`config.mk`:
```
export PLATFORM = sky130hd
export DESIGN_NAME = apb_logic_sequencer_flat
export DESIGN_NICKNAME = d
export VERILOG_FILES = /design/src/rtl/apb_logic_sequencer_if.sv /design/src/rtl/apb_logic_sequencer.sv /design/src/flat_wrapper.sv
export SDC_FILE = /design/constraint.sdc
export NUM_CORES = 1
export LEC_CHECK = 0
export ABC_AREA = 1
export CORE_ASPECT_RATIO = 0.75
export CORE_MARGIN = 1
export CORE_UTILIZATION = 48
export CTS_BUF_LIST = sky130_fd_sc_hd__clkbuf_8
export DETAILED_ROUTE_END_ITERATION = 10
export PLACE_DENSITY = 0.91
export SLEW_MARGIN = 20
export SYNTH_ARGS = -nofsm -noshare
export SYNTH_HDL_FRONTEND = slang
export SYNTH_SLANG_ARGS = --single-unit
```
`constraint.sdc`:
```
create_clock -name PCLK -period 2.3 [get_ports PCLK]
set_clock_uncertainty 0.2 [all_clocks]
set_input_delay 0.575 -clock PCLK [delete_from_list [all_inputs] [get_ports PCLK]]
set_output_delay 0.575 -clock PCLK [all_outputs]
set_load 0.1 [all_outputs]
```
`src/rtl/apb_logic_sequencer_if.sv`:
```
// Request/response handshake and APB master bus of the logic-unit sequencer.
// The master modport is the sequencer; the slave modport is its environment.
interface apb_logic_sequencer_if #(
    parameter int unsigned NREQ = 2
);
    localparam int unsigned IDW = (NREQ > 1) ? $clog2(NREQ) : 1;

    logic [NREQ-1:0]    req_valid;
    logic [NREQ-1:0]    req_ready;
    logic [NREQ*32-1:0] req_a;
    logic [NREQ*32-1:0] req_b;
    logic [NREQ*2-1:0]  req_op;

    logic               rsp_valid;
    logic               rsp_ready;
    logic [IDW-1:0]     rsp_id;
    logic [31:0]        rsp_data;
    logic               rsp_err;

    logic               PSEL;
    logic               PENABLE;
    logic               PWRITE;
    logic [31:0]        PADDR;
    logic [31:0]        PWDATA;
    logic [31:0]        PRDATA;
    logic               PREADY;
    logic               PSLVERR;

    modport master (
        input  req_valid, req_a, req_b, req_op, rsp_ready, PRDATA, PREADY, PSLVERR,
        output req_ready, rsp_valid, rsp_id, rsp_data, rsp_err,
               PSEL, PENABLE, PWRITE, PADDR, PWDATA
    );

    modport slave (
        output req_valid, req_a, req_b, req_op, rsp_ready, PRDATA, PREADY, PSLVERR,
        input  req_ready, rsp_valid, rsp_id, rsp_data, rsp_err,
               PSEL, PENABLE, PWRITE, PADDR, PWDATA
    );
endinterface

```
`src/rtl/apb_logic_sequencer.sv`:
```
// Shares one APB logic-unit slave between NREQ requesters: round-robin grant, then
// write A, write B, write control, read result, and return it on the response channel.
module apb_logic_sequencer #(
    parameter int unsigned NREQ      = 2,
    parameter logic [31:0] BASE_ADDR = 32'h0,
    parameter int unsigned TIMEOUT   = 16
) (
    input  logic                 PCLK,
    input  logic                 PRESETn,
    apb_logic_sequencer_if.master bus
);
    localparam int unsigned IDW = (NREQ > 1) ? $clog2(NREQ) : 1;
    localparam int unsigned TW  = $clog2(TIMEOUT + 1);

    typedef enum logic [1:0] {IDLE, SETUP, ACCESS, RESP} state_t;

    state_t         state_q;
    logic [1:0]     step_q;
    logic [IDW-1:0] last_q;
    logic [IDW-1:0] id_q;
    logic [TW-1:0]  tcnt_q;
    logic [31:0]    a_q, b_q;
    logic [1:0]     op_q;

    logic           psel_q, penable_q, pwrite_q;
    logic [31:0]    paddr_q, pwdata_q;
    logic           rsp_valid_q, rsp_err_q;
    logic [IDW-1:0] rsp_id_q;
    logic [31:0]    rsp_data_q;

    function automatic logic [31:0] step_addr(input logic [1:0] s);
        return BASE_ADDR + 32'({s, 2'b00});
    endfunction

    function automatic logic [31:0] step_wdata(input logic [1:0] s, input logic [31:0] a,
                                               input logic [31:0] b, input logic [1:0] op);
        case (s)
            2'd0:    return a;
            2'd1:    return b;
            2'd2:    return {30'b0, op};
            default: return 32'h0;
        endcase
    endfunction

    // Round-robin search starting just after the last granted requester
    logic           grant_found;
    logic [IDW-1:0] grant_idx;
    logic [IDW-1:0] cand;
    always_comb begin
        grant_found = 1'b0;
        grant_idx   = '0;
        cand        = '0;
        for (int unsigned k = 1; k <= NREQ; k++) begin
            cand = IDW'((32'(last_q) + k) % NREQ);
            if (!grant_found && bus.req_valid[cand]) begin
                grant_found = 1'b1;
                grant_idx   = cand;
            end
        end
    end

    logic [31:0] sel_a, sel_b;
    logic [1:0]  sel_op;
    always_comb begin
        sel_a  = '0;
        sel_b  = '0;
        sel_op = '0;
        for (int unsigned k = 0; k < NREQ; k++) begin
            if (IDW'(k) == grant_idx) begin
                sel_a  = bus.req_a[32*k +: 32];
                sel_b  = bus.req_b[32*k +: 32];
                sel_op = bus.req_op[2*k +: 2];
            end
        end
    end

    // Accept pulse exists only while idle; it is the handshake itself
    logic [NREQ-1:0] ready_c;
    always_comb begin
        ready_c = '0;
        if (PRESETn && state_q == IDLE && grant_found) ready_c[grant_idx] = 1'b1;
    end

    logic       xfer_ok, abort_c;
    logic [1:0] step_n;
    assign xfer_ok = bus.PREADY & ~bus.PSLVERR;
    assign abort_c = (bus.PREADY & bus.PSLVERR) | (~bus.PREADY & (tcnt_q == TW'(TIMEOUT - 1)));
    assign step_n  = step_q + 2'd1;

    always_ff @(posedge PCLK or negedge PRESETn) begin
        if (!PRESETn) begin
            state_q     <= IDLE;
            step_q      <= '0;
            last_q      <= IDW'(NREQ - 1);
            id_q        <= '0;
            tcnt_q      <= '0;
            a_q         <= '0;
            b_q         <= '0;
            op_q        <= '0;
            psel_q      <= 1'b0;
            penable_q   <= 1'b0;
            pwrite_q    <= 1'b0;
            paddr_q     <= '0;
            pwdata_q    <= '0;
            rsp_valid_q <= 1'b0;
            rsp_err_q   <= 1'b0;
            rsp_id_q    <= '0;
            rsp_data_q  <= '0;
        end else begin
            case (state_q)
                IDLE: begin
                    if (grant_found) begin
                        a_q       <= sel_a;
                        b_q       <= sel_b;
                        op_q      <= sel_op;
                        id_q      <= grant_idx;
                        last_q    <= grant_idx;
                        step_q    <= 2'd0;
                        psel_q    <= 1'b1;
                        penable_q <= 1'b0;
                        pwrite_q  <= 1'b1;
                        paddr_q   <= step_addr(2'd0);
                        pwdata_q  <= sel_a;
                        state_q   <= SETUP;
                    end
                end
                SETUP: begin
                    penable_q <= 1'b1;
                    tcnt_q    <= '0;
                    state_q   <= ACCESS;
                end
                ACCESS: begin
                    if (abort_c || (xfer_ok && step_q == 2'd3)) begin
                        psel_q      <= 1'b0;
                        penable_q   <= 1'b0;
                        pwrite_q    <= 1'b0;
                        paddr_q     <= '0;
                        pwdata_q    <= '0;
                        rsp_valid_q <= 1'b1;
                        rsp_id_q    <= id_q;
                        rsp_err_q   <= abort_c;
                        rsp_data_q  <= abort_c ? 32'h0 : bus.PRDATA;
                        state_q     <= RESP;
                    end else if (xfer_ok) begin
                        step_q    <= step_n;
                        penable_q <= 1'b0;
                        pwrite_q  <= (step_n != 2'd3);
                        paddr_q   <= step_addr(step_n);
                        pwdata_q  <= step_wdata(step_n, a_q, b_q, op_q);
                        state_q   <= SETUP;
                    end else begin
                        tcnt_q <= tcnt_q + TW'(1);
                    end
                end
                RESP: begin
                    if (bus.rsp_ready) begin
                        rsp_valid_q <= 1'b0;
                        state_q     <= IDLE;
                    end
                end
                default: state_q <= IDLE;
            endcase
        end
    end

    assign bus.req_ready = ready_c;
    assign bus.PSEL      = psel_q;
    assign bus.PENABLE   = penable_q;
    assign bus.PWRITE    = pwrite_q;
    assign bus.PADDR     = paddr_q;
    assign bus.PWDATA    = pwdata_q;
    assign bus.rsp_valid = rsp_valid_q;
    assign bus.rsp_id    = rsp_id_q;
    assign bus.rsp_data  = rsp_data_q;
    assign bus.rsp_err   = rsp_err_q;
endmodule
```
`src/flat_wrapper.sv`:
```
// flat-port wrapper written by rule: the top's interface ports become plain ports
module apb_logic_sequencer_flat 
#(
    parameter int unsigned NREQ      = 2,
    parameter logic [31:0] BASE_ADDR = 32'h0,
    parameter int unsigned TIMEOUT   = 16
)
  (PCLK, PRESETn, bus_req_valid, bus_req_a, bus_req_b, bus_req_op, bus_rsp_ready, bus_PRDATA, bus_PREADY, bus_PSLVERR, bus_req_ready, bus_rsp_valid, bus_rsp_id, bus_rsp_data, bus_rsp_err, bus_PSEL, bus_PENABLE, bus_PWRITE, bus_PADDR, bus_PWDATA);
  apb_logic_sequencer_if #(.NREQ(NREQ)) bus_i ();
  input  logic PCLK;
  input  logic PRESETn;
  input wire logic [$bits(bus_i.req_valid)-1:0] bus_req_valid;
  input wire logic [$bits(bus_i.req_a)-1:0] bus_req_a;
  input wire logic [$bits(bus_i.req_b)-1:0] bus_req_b;
  input wire logic [$bits(bus_i.req_op)-1:0] bus_req_op;
  input wire logic [$bits(bus_i.rsp_ready)-1:0] bus_rsp_ready;
  input wire logic [$bits(bus_i.PRDATA)-1:0] bus_PRDATA;
  input wire logic [$bits(bus_i.PREADY)-1:0] bus_PREADY;
  input wire logic [$bits(bus_i.PSLVERR)-1:0] bus_PSLVERR;
  output wire logic [$bits(bus_i.req_ready)-1:0] bus_req_ready;
  output wire logic [$bits(bus_i.rsp_valid)-1:0] bus_rsp_valid;
  output wire logic [$bits(bus_i.rsp_id)-1:0] bus_rsp_id;
  output wire logic [$bits(bus_i.rsp_data)-1:0] bus_rsp_data;
  output wire logic [$bits(bus_i.rsp_err)-1:0] bus_rsp_err;
  output wire logic [$bits(bus_i.PSEL)-1:0] bus_PSEL;
  output wire logic [$bits(bus_i.PENABLE)-1:0] bus_PENABLE;
  output wire logic [$bits(bus_i.PWRITE)-1:0] bus_PWRITE;
  output wire logic [$bits(bus_i.PADDR)-1:0] bus_PADDR;
  output wire logic [$bits(bus_i.PWDATA)-1:0] bus_PWDATA;
  assign bus_i.req_valid = bus_req_valid;
  assign bus_i.req_a = bus_req_a;
  assign bus_i.req_b = bus_req_b;
  assign bus_i.req_op = bus_req_op;
  assign bus_i.rsp_ready = bus_rsp_ready;
  assign bus_i.PRDATA = bus_PRDATA;
  assign bus_i.PREADY = bus_PREADY;
  assign bus_i.PSLVERR = bus_PSLVERR;
  assign bus_req_ready = bus_i.req_ready;
  assign bus_rsp_valid = bus_i.rsp_valid;
  assign bus_rsp_id = bus_i.rsp_id;
  assign bus_rsp_data = bus_i.rsp_data;
  assign bus_rsp_err = bus_i.rsp_err;
  assign bus_PSEL = bus_i.PSEL;
  assign bus_PENABLE = bus_i.PENABLE;
  assign bus_PWRITE = bus_i.PWRITE;
  assign bus_PADDR = bus_i.PADDR;
  assign bus_PWDATA = bus_i.PWDATA;
  apb_logic_sequencer #(.NREQ(NREQ), .BASE_ADDR(BASE_ADDR), .TIMEOUT(TIMEOUT)) u_core (.PCLK(PCLK), .PRESETn(PRESETn), .bus(bus_i));
endmodule
```
After elaboration in Yosys (flattened, before gate mapping)
Cells that the tools add are included.
{"block": "word_totals", "regBits": 179, "latchBits": 0, "ram_bits": 0, "rom_bits": 0, "input_bits": 171, "mem_count": 0}
{"block": "classes", "n_addsub": 4, "mul": 0, "n_div": 0, "magnitude_cmp": 4, "eq_ne": 15, "n_shift": 0, "muxes": 49, "bitwise": 6, "n_reduce_logical": 22}
{"op": "$mux W32", "n": 9}
{"op": "$pmux W32 S2", "n": 2}
{"op": "$pmux W32 S3", "n": 1}
{"op": "$mux W1", "n": 18}
{"op": "$mux W2", "n": 9}
{"op": "$reduce_and A3 Y1", "n": 6}
{"op": "$mux W5", "n": 2}
{"op": "$pmux W5 S2", "n": 1}
{"op": "$eq A2 B2 Y1 const B", "n": 4}
{"op": "$ne A2 B2 Y1 const B", "n": 4}
{"op": "$pmux W2 S4", "n": 1}
{"op": "$lt A1 B2 Y1 const B", "n": 3}
{"op": "$ne A2 B1 Y1 const B", "n": 3}
{"op": "$pmux W1 S2", "n": 3}
{"op": "$reduce_bool A2 Y1", "n": 3}
{"op": "$add A5 B1 Y5 const B", "n": 1}
{"op": "$eq A5 B4 Y1 const B", "n": 1}
{"op": "$logic_and A1 B1 Y1", "n": 5}
{"op": "$eq A2 B1 Y1 const B", "n": 2}
{"op": "$logic_not A2 Y1", "n": 2}
{"op": "$pmux W2 S2", "n": 1}
{"op": "$reduce_and A2 Y1", "n": 2}
{"op": "$reduce_and A4 Y1", "n": 1}
{"op": "$and A1 B1 Y1", "n": 3}
{"op": "other kinds (11)", "n": 13}

Longest topological paths before layout
Gate-level depths: netlist of run 1.
{"block": "logic_depth", "ltp_word": 12, "depth_mapped": 13}

Least setup slack after synthesis of run 1
No wires, ideal clock.
{"block": "synth_path", "kind": "reg-to-output", "from": "register u_core.state_q[0]", "to": "output port bus_req_ready[0]", "arrival_time_ns": 3.189, "setup_slack_ns": -1.664, "stages_incl_launch_ff": 8, "path_cell_list": "dfrtp_1 -> inv_1 -> ha_1 -> inv_2 -> nor2_4 -> inv_2 -> buf_2 -> nor3_1"}
{"block": "synth_via", "elab_chain_len": 4}
{"item": "from (decl)", "line": "apb_logic_sequencer.sv:17", "rtl": "state_t state_q;"}
{"item": "from (signal assigned)", "line": "apb_logic_sequencer.sv:92", "rtl": "state_q <= IDLE;"}
{"item": "from (signal assigned)", "line": "apb_logic_sequencer.sv:124", "rtl": "state_q <= SETUP;"}
{"item": "from (signal assigned)", "line": "apb_logic_sequencer.sv:130", "rtl": "state_q <= ACCESS;"}
{"item": "$logic_not A2 Y1", "line": "apb_logic_sequencer.sv:81", "rtl": "if (PRESETn && state_q == IDLE && grant_found) ready_c[grant_idx] = 1'b1;"}
{"item": "$logic_and A1 B1 Y1 (2 in a row)", "line": "apb_logic_sequencer.sv:81"}
{"item": "$mux W2", "line": "apb_logic_sequencer.sv:81"}
{"item": "to (decl)", "line": "flat_wrapper.sv:20", "rtl": "output wire logic [$bits(bus_i.req_ready)-1:0] bus_req_ready;"}
Every way passes these cells.

Worst setup path after layout of run 1
Same ends and word-level chain as after synthesis.

==> flow_metrics.py, run 1 <==
metrics = {
    "grt": {
        "grt_pass1_wl_um": 38500,
        "grt_start_max_net_pins": 150,
        "antenna_found_initial": 0,
        "grt_util_all_layers_pct": 28.0,
        "grt_overflow": 0,
        "grt_pass1_vias": 7798,
    },
    "detailed_routing": {
        "wirelength_um": 23900,
        "wl_per_cell_um": 15.6,
        "dr.first_iter.drc_count": 711,
        "dr_total_vias": 7958,
        "first_pass_iters": 8,
        "via_per_inst": 5.19,
        "antenna_left": 0,
        "drc": 22,
    },
    "pwr": {
        "peakVddDrop_v": 0.00110,
        "p_per_area_nw_per_um2": 1620,
        "p_leak_nw": 5.96,
    },
    "clock_network": {
        "insertion_delay_ps": 440,
        "cts_tree": "yes",
        "clk_path_buf_depth": 2,
        "cts_htree_levels": 4,
        "clk_pin_slew_worst_paths_ps": 90,
        "clock_sinks": 149,
        "cts_root_buf": "clkbuf_8",
        "hold_buffers": 0,
        "numCtsBuffers": 17,
    },
    "timing": {
        "rsz0062_at_grt": "yes",
        "period_needed_ps": 2380,
        "fin_crit_sh_pct": 104,
        "hold_violations": 0,
        "slew_violations": 0,
        "setup-tns-final_ps": -155,
        "worstMarginPinSlew_ps": 812,
        "setup_viol": 2,
        "fmax_mhz": 420,
        "slew-limit-headroom_pct": 45.9,
        "fin_ws_ps": -81.3,
    },
    "finish": {
        "diodes": 0,
        "drive_above_1_share_pct": 13.8,
        "post-route-cell-area_sq_um": 11400,
        "area_growth_syn_to_layout_pct": 40.7,
        "nNetsFinal": 1491,
        "fillers": 1213,
        "multi_input_area_sq_um": 3500,
        "fin_util_pct": 70.1,
        "register_area_sq_um": 3730,
    },
    "setup_path": {
        "worstSetupPathType": "flip-flop to primary output",
        "slowest_stage": "dfrtp_1",
        "path_cells": "inv_2, ha_4, inv_4, nor2_4, inv_2, nor3_4, buf_12",
        "crit_required_ps": 1520,
        "end_kind": "primary output",
        "worst-path-max-fanout": 3,
        "cp_common_cell": "inv_2",
        "crit_family": "flip-flops",
        "crit_path_max_incr_delay_ps": 410,
        "rr_startpoint": "u_core.tcnt_q[0]",
        "rr_worst_depth": 11,
        "start_kind": "flip-flop",
        "r2r-end": "u_core.bus.rsp_valid",
        "cp.buffers_inverters": 4,
        "regToRegSetupSlack_ps": 120,
        "cp.arrival_ps": 1610,
        "critPathLaunch": "u_core.state_q[0]",
    },
    "die": {
        "start_util_pct": 49.8,
        "die_h_um": 115,
        "core-area_sq_um": 16300,
        "rows": 40,
        "die_w_um": 152,
        "ioPinCount": 275,
        "die-area_sq_um": 17400,
    },
    "run": {
        "maxCapViolations": 0,
    },
    "yosys": {
        "ys_seq_area_share_pct": 46.0,
        "yosys_warnings": 0,
        "ys_ff_latch": 149,
        "synth_enable_flop_cells": 0,
        "synth_top_cell_area_share_pct": 45.7,
        "synth_area_sq_um": 8100,
        "syn_inst": 1063,
        "synth_top_flop_cell": "dfrtp_1",
        "synth_top_area_cell": "dfrtp_1",
        "synthTopCellsByArea": "dfrtp_1, nand2_1, nand3_1",
        "syn_area_per_cell_sq_um": 7.62,
        "async_reset_ff_share_pct": 100,
        "synth.distinct_cells": 31,
    },
    "placement": {
        "globalplace.congestion": 0.906,
        "io_buffers": 244,
        "hpwl_um": 17100,
        "place_area_sq_um": 10900,
    },
    "worst_hold_path": {
        "hold_path.class": "input port to async pin",
    },
    "status": {
        "status": "complete, but fails checks",
        "violations": "DRC, setup timing",
    },
}
## registers in the layout, indices dropped and copies added, names as in the netlist
name                  flops
u_core.state_q            2
u_core.bus.rsp_data      32
u_core.bus.PADDR          2
u_core.bus.rsp_id         1
u_core.a_q               32
u_core.bus.rsp_err        1
u_core.id_q               1
u_core.bus.rsp_valid      1
u_core.bus.PWRITE         1
u_core.bus.PSEL           1
u_core.step_q             2
u_core.tcnt_q             5
u_core.b_q               32
u_core.op_q               2
u_core.bus.PWDATA        32
u_core.bus.PENABLE        1
u_core.last_q             1
## kinds of logic (layout without fill, tap and decap cells)
| group | count (synthesis) | in the layout | share of synthesized area [%] |
|---|---|---|---|
| buf+inv | 208 | 438 | 12.5 |
| other cells | 1 | 30 | 0.0463 |
| fa+ha+maj | 11 | 11 | 1.70 |
| compound gates | 119 | 119 | 9.39 |
| flops | 149 | 149 | 46.0 |
| simple gates | 575 | 575 | 30.3 |
## what timing repair did
| action | 4_1_cts | 5_1_grt |
|---|---|---|
| cloned | 0 | 0 |
| pin swaps | 4 | 0 |
| resized for setup | 3 | 1 |
| setup endpoints to repair | 2 | 3 |
| buffers inserted | 8 | 1 |
## power by group
| part | switching, mW | internal [mW] | total, mW |
|---|---|---|---|
| Sequential | 0.873 | 3.89 | 4.76 |
| Combinational | 8.10 | 3.54 | 11.6 |
| Clock | 1.01 | 1.10 | 2.11 |
| Total | 9.99 | 8.52 | 18.5 |
## per-stage QoR
stage / setup WS (ps) / power, mW / std cells / hold WS, ps
final: -81.3 / 18.5 / 1532 / 42.5
after global routing: -185 / 19.5 / 1532 / 93.8
after CTS: -116 / 18.4 / 1531 / 116
after detailed placement: -308 / 16.2 / 1491 / 265
after global placement: -276 / 16.0 / 1491 / 258
after floorplan: -290 / 12.8 / 1092 / 79.4
## cell usage in the layout, fill, tap and decap left out, drive strengths merged, types with 5 or more instances in the layout
| cell type | n |
|---|---|
| a22o | 32 |
| nor2 | 91 |
| buf | 118 |
| clkinv | 5 |
| nand3 | 94 |
| inv | 123 |
| a31oi | 34 |
| conb | 30 |
| nand3b | 15 |
| nand2 | 370 |
| o21ai | 34 |
| clkdlybuf4s50 | 167 |
| ha | 11 |
| dfrtp | 148 |
| clkbuf | 18 |
| a21oi | 18 |
## cell type report
cell class	count	share of cell area (%)
clock buffers	18	2.17
clock inverters	14	1.44
inverters	119	3.96
multi-input cells	735	30.7
flip-flops and latches	149	32.7
well taps	210	2.31
repair buffers	287	26.7
## cells in the mapped netlist (2+ instances only)
| cell type | n |
|---|---|
| clkbuf_1 | 7 |
| nand4_1 | 3 |
| inv_1 | 110 |
| nand2_4 | 6 |
| o21ai_0 | 32 |
| a31oi_1 | 34 |
| ha_1 | 11 |
| a22o_1 | 32 |
| buf_2 | 32 |
| nor2_1 | 86 |
| nand3_2 | 2 |
| dfrtp_1 | 148 |
| nand2_2 | 9 |
| buf_4 | 41 |
| nand3b_1 | 15 |
| o21ai_1 | 2 |
| nand2_1 | 355 |
| buf_6 | 5 |
| nor2_4 | 4 |
| buf_1 | 4 |
| inv_2 | 7 |
| nand3_1 | 92 |
| a21oi_1 | 18 |
## worst register-to-register path, cell delays in order, from the launching register on
cell     delay, ps
dfrtp_1        420
ha_1           180
nand2_1         70
nor2_1         120
ha_1           200
inv_1           60
nand2_1        120
nand2_4        110
nand2_4        210
inv_1          150
o21ai_0        170
nand2_1         60
## routing by layer
| layer | wire (um) | share of wire (%) | vias to the layer above | global-route usage (%) |
|---|---|---|---|---|
| li1 | - | - | 3774 | - |
| met1 | 9740 | 41 | 3711 | 36.8 |
| met2 | 11300 | 47 | 426 | 46.2 |
| met3 | 2380 | 10 | 47 | 6.89 |
| met4 | 463 | 1.9 | 0 | 8.30 |
| met5 | 0 | 0 | - | 0 |
## worst max path at each step
stage | endpoint | slack, ps | cells after the start
2_1_floorplan | bus_req_ready[0] | -290 | 6
3_5_place_dp | bus_req_ready[1] | -310 | 6
4_1_cts | bus_req_ready[0] | -120 | 7
5_1_grt | bus_req_ready[0] | -190 | 7
6_report | bus_req_ready[0] | -80 | 7
3_3_place_gp | bus_req_ready[1] | -280 | 6
(Power assumes the default switching activity.)
==> run 2: changes to the inputs <==
Settings changed: CAP_MARGIN set to 5, CORE_UTILIZATION 48 to 43, PLACE_DENSITY 0.91 to 0.86.
Clock period 2.3 ns to 1.95 ns, I/O delays scaled along.
==> run 2 against run 1 <==
- the run ends with setup timing left
- non-clock buffer count is 53 higher
- global-route usage is 0.54 points higher
- utilization is 3.1 points higher
- combinational power is 56% higher
- sequential share of layout area is 5.1 points lower
- critical path type unchanged
- largest cell class is now non-clock buffers
==> flow_metrics.py, run 2 (same netlist as run 1, synthesis figures left out) <==
metrics = {
    "grt": {
        "antenna_found_initial": 0,
        "grt_pass1_wl_um": 42600,
        "grt_overflow": 0,
        "grt_start_max_net_pins": 107,
        "grt_util_all_layers_pct": 28.6,
        "grt_pass1_vias": 8214,
    },
    "pwr": {
        "p_leak_nw": 6.65,
        "p_per_area_nw_per_um2": 1970,
        "peakVddDrop_v": 0.00127,
        "p_total_mw": 26.6,
    },
    "clock_network": {
        "numCtsBuffers": 17,
        "cts_tree": "yes",
        "clk_pin_slew_worst_paths_ps": 100,
        "clk_path_buf_depth": 2,
        "cts_htree_levels": 4,
        "clock_sinks": 149,
        "cts_root_buf": "clkbuf_8",
        "insertion_delay_ps": 480,
    },
    "setup_path": {
        "worstSetupPathType": "flip-flop to primary output",
        "rr_worst_depth": 10,
        "r2r-end": "u_core.step_q[0]",
        "regToRegSetupSlack_ps": -270,
        "rr_startpoint": "u_core.state_q[1]",
        "worst-path-max-fanout": 2,
        "crit_required_ps": 1260,
        "start_kind": "flip-flop",
        "end_kind": "primary output",
        "cp.arrival_ps": 1700,
    },
    "detailed_routing": {
        "dr.first_iter.drc_count": 1059,
        "via_per_inst": 5.41,
        "wirelength_um": 30600,
        "drc": 0,
        "first_pass_iters": 5,
        "antenna_left": 0,
        "wl_per_cell_um": 18.8,
        "dr_total_vias": 8774,
    },
    "die": {
        "ioPinCount": 275,
        "die_h_um": 121,
        "core-area_sq_um": 18500,
        "start_util_pct": 43.9,
        "rows": 43,
        "die_w_um": 160,
        "die-area_sq_um": 19400,
    },
    "status": {
        "status": "complete, but fails checks",
        "violations": "setup timing",
    },
    "finish": {
        "area_growth_syn_to_layout_pct": 66.7,
        "instances_no_fill": 1623,
        "diodes": 0,
        "mostFrequentLayoutCells": "nand2_1, clkdlybuf4s50_1, dfrtp_1",
        "drive_above_1_share_pct": 27.8,
        "register_area_sq_um": 3730,
        "post-route-cell-area_sq_um": 13500,
        "fillers": 1224,
        "final_common_cell": "nand2_1",
        "nNetsFinal": 1545,
        "multi_input_area_sq_um": 4200,
    },
    "timing": {
        "fin_ws_ps": -442,
        "setup_viol": 82,
        "period_needed_ps": 2390,
        "slew_violations": 0,
        "setup-tns-final_ps": -13270,
        "rsz0062_at_grt": "yes",
        "fin_crit_sh_pct": 123,
        "hold_violations": 0,
        "fmax_mhz": 418,
    },
    "placement": {
        "hpwl_um": 18400,
        "place_area_sq_um": 11800,
        "globalplace.congestion": 0.875,
        "io_buffers": 244,
        "dp.cells": 1552,
    },
    "worst_hold_path": {
        "hold_start": "u_core.a_q[17]",
        "holdPathEnd": "u_core.a_q[17]",
        "hold_path.class": "flip-flop to flip-flop",
        "worstHoldPathCells": 2,
    },
    "run": {
        "maxCapViolations": 0,
    },
}
[run 2: cell types whose count changed in the layout (fill, tap and decap cells not counted), sizes merged]
| cell | delta |
|---|---|
| nand2 | +1 |
| buf | +45 |
| clkbuf | +6 |
| inv | +4 |
| clkinv | -3 |
| clkinvlp | +1 |
| bufinv | -1 |
| dlygate4sd3 | +1 |
[run 2: report_power, final]
part	switching (mW)	internal [mW]	total (mW)	leakage (nW)
Clock	1.40	1.19	2.59	0.205
Combinational	11.3	6.75	18.1	4.63
Sequential	1.34	4.58	5.92	1.81
Total	14.1	12.5	26.6	6.65
[run 2: cell type report]
cell class                 count  area share, %
timing repair buffer         340           32.6
multi-input combinational    736           31.1
clock inverter                15           1.32
inverter                     119           3.41
sequential                   149           27.6
clock buffer                  17           1.73
tap                          247           2.29
[run 2: timing repair]
item | CTS | global route
pin swaps | 35 | 66
hold buffers | 1 | 0
endpoints found under the hold margin | 68 | 0
resized for setup | 70 | 179
setup buffers | 24 | 7
gates cloned | 7 | 8
endpoints found under the setup margin | 72 | 93
[run 2: worst max-delay path, cell delays in order, from the launching register on]
cell and delay (ps):
dfrtp_1 420, inv_2 90, ha_4 140, inv_4 40, nor2_4 80, inv_2 60
nor3_4 190, buf_12 200
[run 2: stage by stage]
| step | utilization [%] | setup WS [ps] | hold WS (ps) |
|---|---|---|---|
| final | 73.2 | -442 | 291 |
| after detailed placement | 63.8 | -510 | 266 |
| after global routing | 73.2 | -524 | 327 |
| after floorplan | - | -539 | -8.09 |
| after CTS | 69.4 | -434 | 291 |
| after global placement | 63.8 | -505 | 258 |
[run 2: how the worst max path moves through the flow]
| stage | to | from |
|---|---|---|
| finish | bus_req_ready[0] | u_core.state_q[1] |
| global route | bus_req_ready[0] | u_core.state_q[1] |
| CTS | bus_req_ready[0] | u_core.state_q[0] |
| detailed placement | bus_req_ready[0] | bus_req_valid[1] |
| global placement | bus_req_ready[0] | bus_req_valid[1] |
| floorplan | bus_req_ready[0] | u_core.state_q[1] |
[run 2: metal layers]
layer | GRT usage [%] | wire length [um] | up-vias
li1 | - | - | 3905
met1 | 36.8 | 12000 | 4199
met2 | 47.5 | 14600 | 564
met3 | 6.49 | 3010 | 106
met4 | 9.58 | 907 | 0
met5 | 0 | 0 | -
==> run 3: changes to the inputs <==
Settings changed: ABC_AREA 1 to 0, CAP_MARGIN 5 to 20, CORE_MARGIN 1 to 4, CORE_UTILIZATION 43 to 41.
==> run 3 against run 2 <==
- the run still ends with setup timing left
- highest routed layer unchanged
- largest cell class unchanged
- sequential power shrank 12%
- combinational power down 28%
- total power is 21% lower
- critical path type unchanged
- die area is 0.92% higher
==> flow_metrics.py, run 3 <==
metrics = {
    "yosys": {
        "synth_enable_flop_cells": 0,
        "synth_top_area_cell": "dfrtp_1",
        "synthTopCellsByArea": "dfrtp_1, mux2i_1, o21ai_1",
        "synth_top_family_by_area": "compound AO/OA/AOI/OAI gates",
        "synth_compound_area_share_pct": 22.8,
        "yosys.area_share.adder_pct": 1.93,
        "ys_ff_latch": 149,
        "yosys_warnings": 0,
        "ys_top_cells_by_count": "dfrtp_1, nand2_1, o21ai_1",
        "synth_top_flop_cell": "dfrtp_1",
        "ys_seq_area_share_pct": 52.3,
        "synth_top_cell_area_share_pct": 52.0,
        "synth.distinct_cells": 44,
        "synth_simple_gate_area_share_pct": 6.13,
        "yosysMostFrequentCell": "dfrtp_1",
        "synth_area_sq_um": 7130,
        "synthMuxAreaShare_pct": 9.59,
        "async_reset_ff_share_pct": 100,
        "synth_xor_xnor_area_share_pct": 0,
        "syn_inst": 652,
        "syn_area_per_cell_sq_um": 10.9,
    },
    "timing": {
        "setup_viol": 83,
        "setup-tns-final_ps": -25900,
        "slew_violations": 0,
        "hold_violations": 0,
        "fin_crit_sh_pct": 123,
        "period_needed_ps": 2410,
        "fin_ws_ps": -455,
        "fmax_mhz": 416,
        "rsz0062_at_grt": "yes",
    },
    "pwr": {
        "p_per_area_nw_per_um2": 1640,
        "peakVddDrop_v": 0.00107,
        "p_leak_nw": 5.51,
    },
    "clock_network": {
        "cts_root_buf": "clkbuf_8",
        "clock_sinks": 149,
        "clk_pin_slew_worst_paths_ps": 100,
        "insertion_delay_ps": 470,
        "numCtsBuffers": 17,
        "clk_path_buf_depth": 2,
        "cts_htree_levels": 4,
        "cts_tree": "yes",
    },
    "detailed_routing": {
        "dr.first_iter.drc_count": 483,
        "wl_per_cell_um": 21.8,
        "antenna_left": 0,
        "via_per_inst": 5.51,
        "first_pass_iters": 5,
        "dr_total_vias": 6649,
        "wirelength_um": 26300,
        "drc": 0,
    },
    "setup_path": {
        "worstSetupPathType": "flip-flop to primary output",
        "start_kind": "flip-flop",
        "cp.arrival_ps": 1720,
        "crit_required_ps": 1260,
        "regToRegSetupSlack_ps": -380,
        "worst-path-max-fanout": 4,
        "rr_worst_depth": 8,
        "slowest_stage": "dfrtp_1",
        "path_cells": "inv_2, ha_4, o21ai_4, nor3b_4, buf_12",
        "crit_path_max_incr_delay_ps": 410,
        "end_kind": "primary output",
    },
    "die": {
        "die_h_um": 122,
        "rows": 41,
        "start_util_pct": 42.1,
        "die-area_sq_um": 19600,
        "ioPinCount": 275,
        "die_w_um": 160,
        "core-area_sq_um": 16900,
    },
    "status": {
        "status": "complete, but fails checks",
        "violations": "setup timing",
    },
    "grt": {
        "grt_overflow": 0,
        "grt_pass1_wl_um": 39200,
        "antenna_found_initial": 0,
        "grt_util_all_layers_pct": 25.8,
        "grt_start_max_net_pins": 77,
        "grt_pass1_vias": 6991,
    },
    "placement": {
        "dp.cells": 1135,
        "globalplace.congestion": 0.831,
        "place_ws_ps": -641,
        "hpwl_um": 16400,
        "place_area_sq_um": 11300,
        "io_buffers": 244,
    },
    "finish": {
        "post-route-cell-area_sq_um": 12800,
        "final_common_cell": "clkdlybuf4s50_1",
        "area_growth_syn_to_layout_pct": 79.1,
        "diodes": 0,
        "mostFrequentLayoutCells": "clkdlybuf4s50_1, dfrtp_1, buf_12",
        "drive_above_1_share_pct": 31.5,
        "fin_util_pct": 75.4,
        "instances_no_fill": 1207,
        "nNetsFinal": 1161,
    },
    "worst_hold_path": {
        "worstHoldPathCells": 2,
        "hold_path.class": "input port to flip-flop",
    },
    "run": {
        "maxCapViolations": 0,
    },
}
## run 3: cell count changes after synthesis, moves of 26 or more
cell,change
o21ai_1,+69
clkbuf_1,+26
nor2_1,-82
nand2_1,-277
mux2i_1,+66
nand3_1,-87
o221ai_1,+32
o21a_1,+32
a22oi_1,+30
a31oi_1,-32
inv_1,-101
o21ai_0,-29
## run 3: where the power goes
part	internal [mW]	switching (mW)
Combinational	5.47	7.63
Sequential	4.28	0.933
Clock	1.34	1.33
Total	11.1	9.89
## run 3: what timing repair did
| item | CTS | global route |
|---|---|---|
| buffers inserted | 17 | 15 |
| gates cloned | 12 | 5 |
| setup endpoints to repair | 108 | 112 |
| hold endpoints to repair | 148 | 0 |
| resized for setup | 52 | 50 |
| hold buffers | 1 | 0 |
| pin swaps | 24 | 22 |
## run 3: logic make-up after synthesis
group,after synthesis
other,1
flip-flops,149
AO/OA/AOI/OAI,228
AND/OR/NAND/NOR,102
buffers and inverters,93
adder cells (fa/ha/maj),11
multiplexers,68
## run 3: through the flow
stage / hold WS (ps) / power (mW)
after floorplan: -8.09 / 12.4
after global placement: 104 / 16.2
after detailed placement: 102 / 16.5
after CTS: 271 / 20.5
after global routing: 129 / 21.9
final: 130 / 21.0
## run 3: area by class of cell
type	instances	area [sq um]
multi-input cells	440	3670
repair buffers	362	4620
well taps	215	269
clock buffers	18	248
inverters	9	33.8
clock inverters	14	189
flip-flops and latches	149	3730
fillers	1051	4170
## run 3: worst paths after layout
check                             startpoint                     to
setup / recovery           u_core.state_q[1]       bus_req_ready[0]
min in group asynchronous            PRESETn  u_core.bus.PWDATA[30]
setup reg to reg            u_core.tcnt_q[1]   u_core.bus.PWDATA[3]
max in group asynchronous            PRESETn         u_core.b_q[28]
hold / removal              bus_req_valid[0]          u_core.last_q
hold reg to reg               u_core.b_q[25]         u_core.b_q[25]
## run 3: worst max-delay path: cells and delay by family (launching register included)
kind	cells	cell delay, ps
flip-flops	1	410
buffers and inverters	2	310
AND/OR/NAND/NOR	1	240
adder cells (fa/ha/maj)	1	190
AO/OA/AOI/OAI	1	110
## run 3: metal layers
metal | global-route usage, % | vias up | share of wire [%]
met2 | 43.9 | 294 | 51
met1 | 32.4 | 3297 | 40
met5 | 0 | - | 0
li1 | - | 3006 | -
met3 | 7.07 | 52 | 6.6
met4 | 8.01 | 0 | 2.3
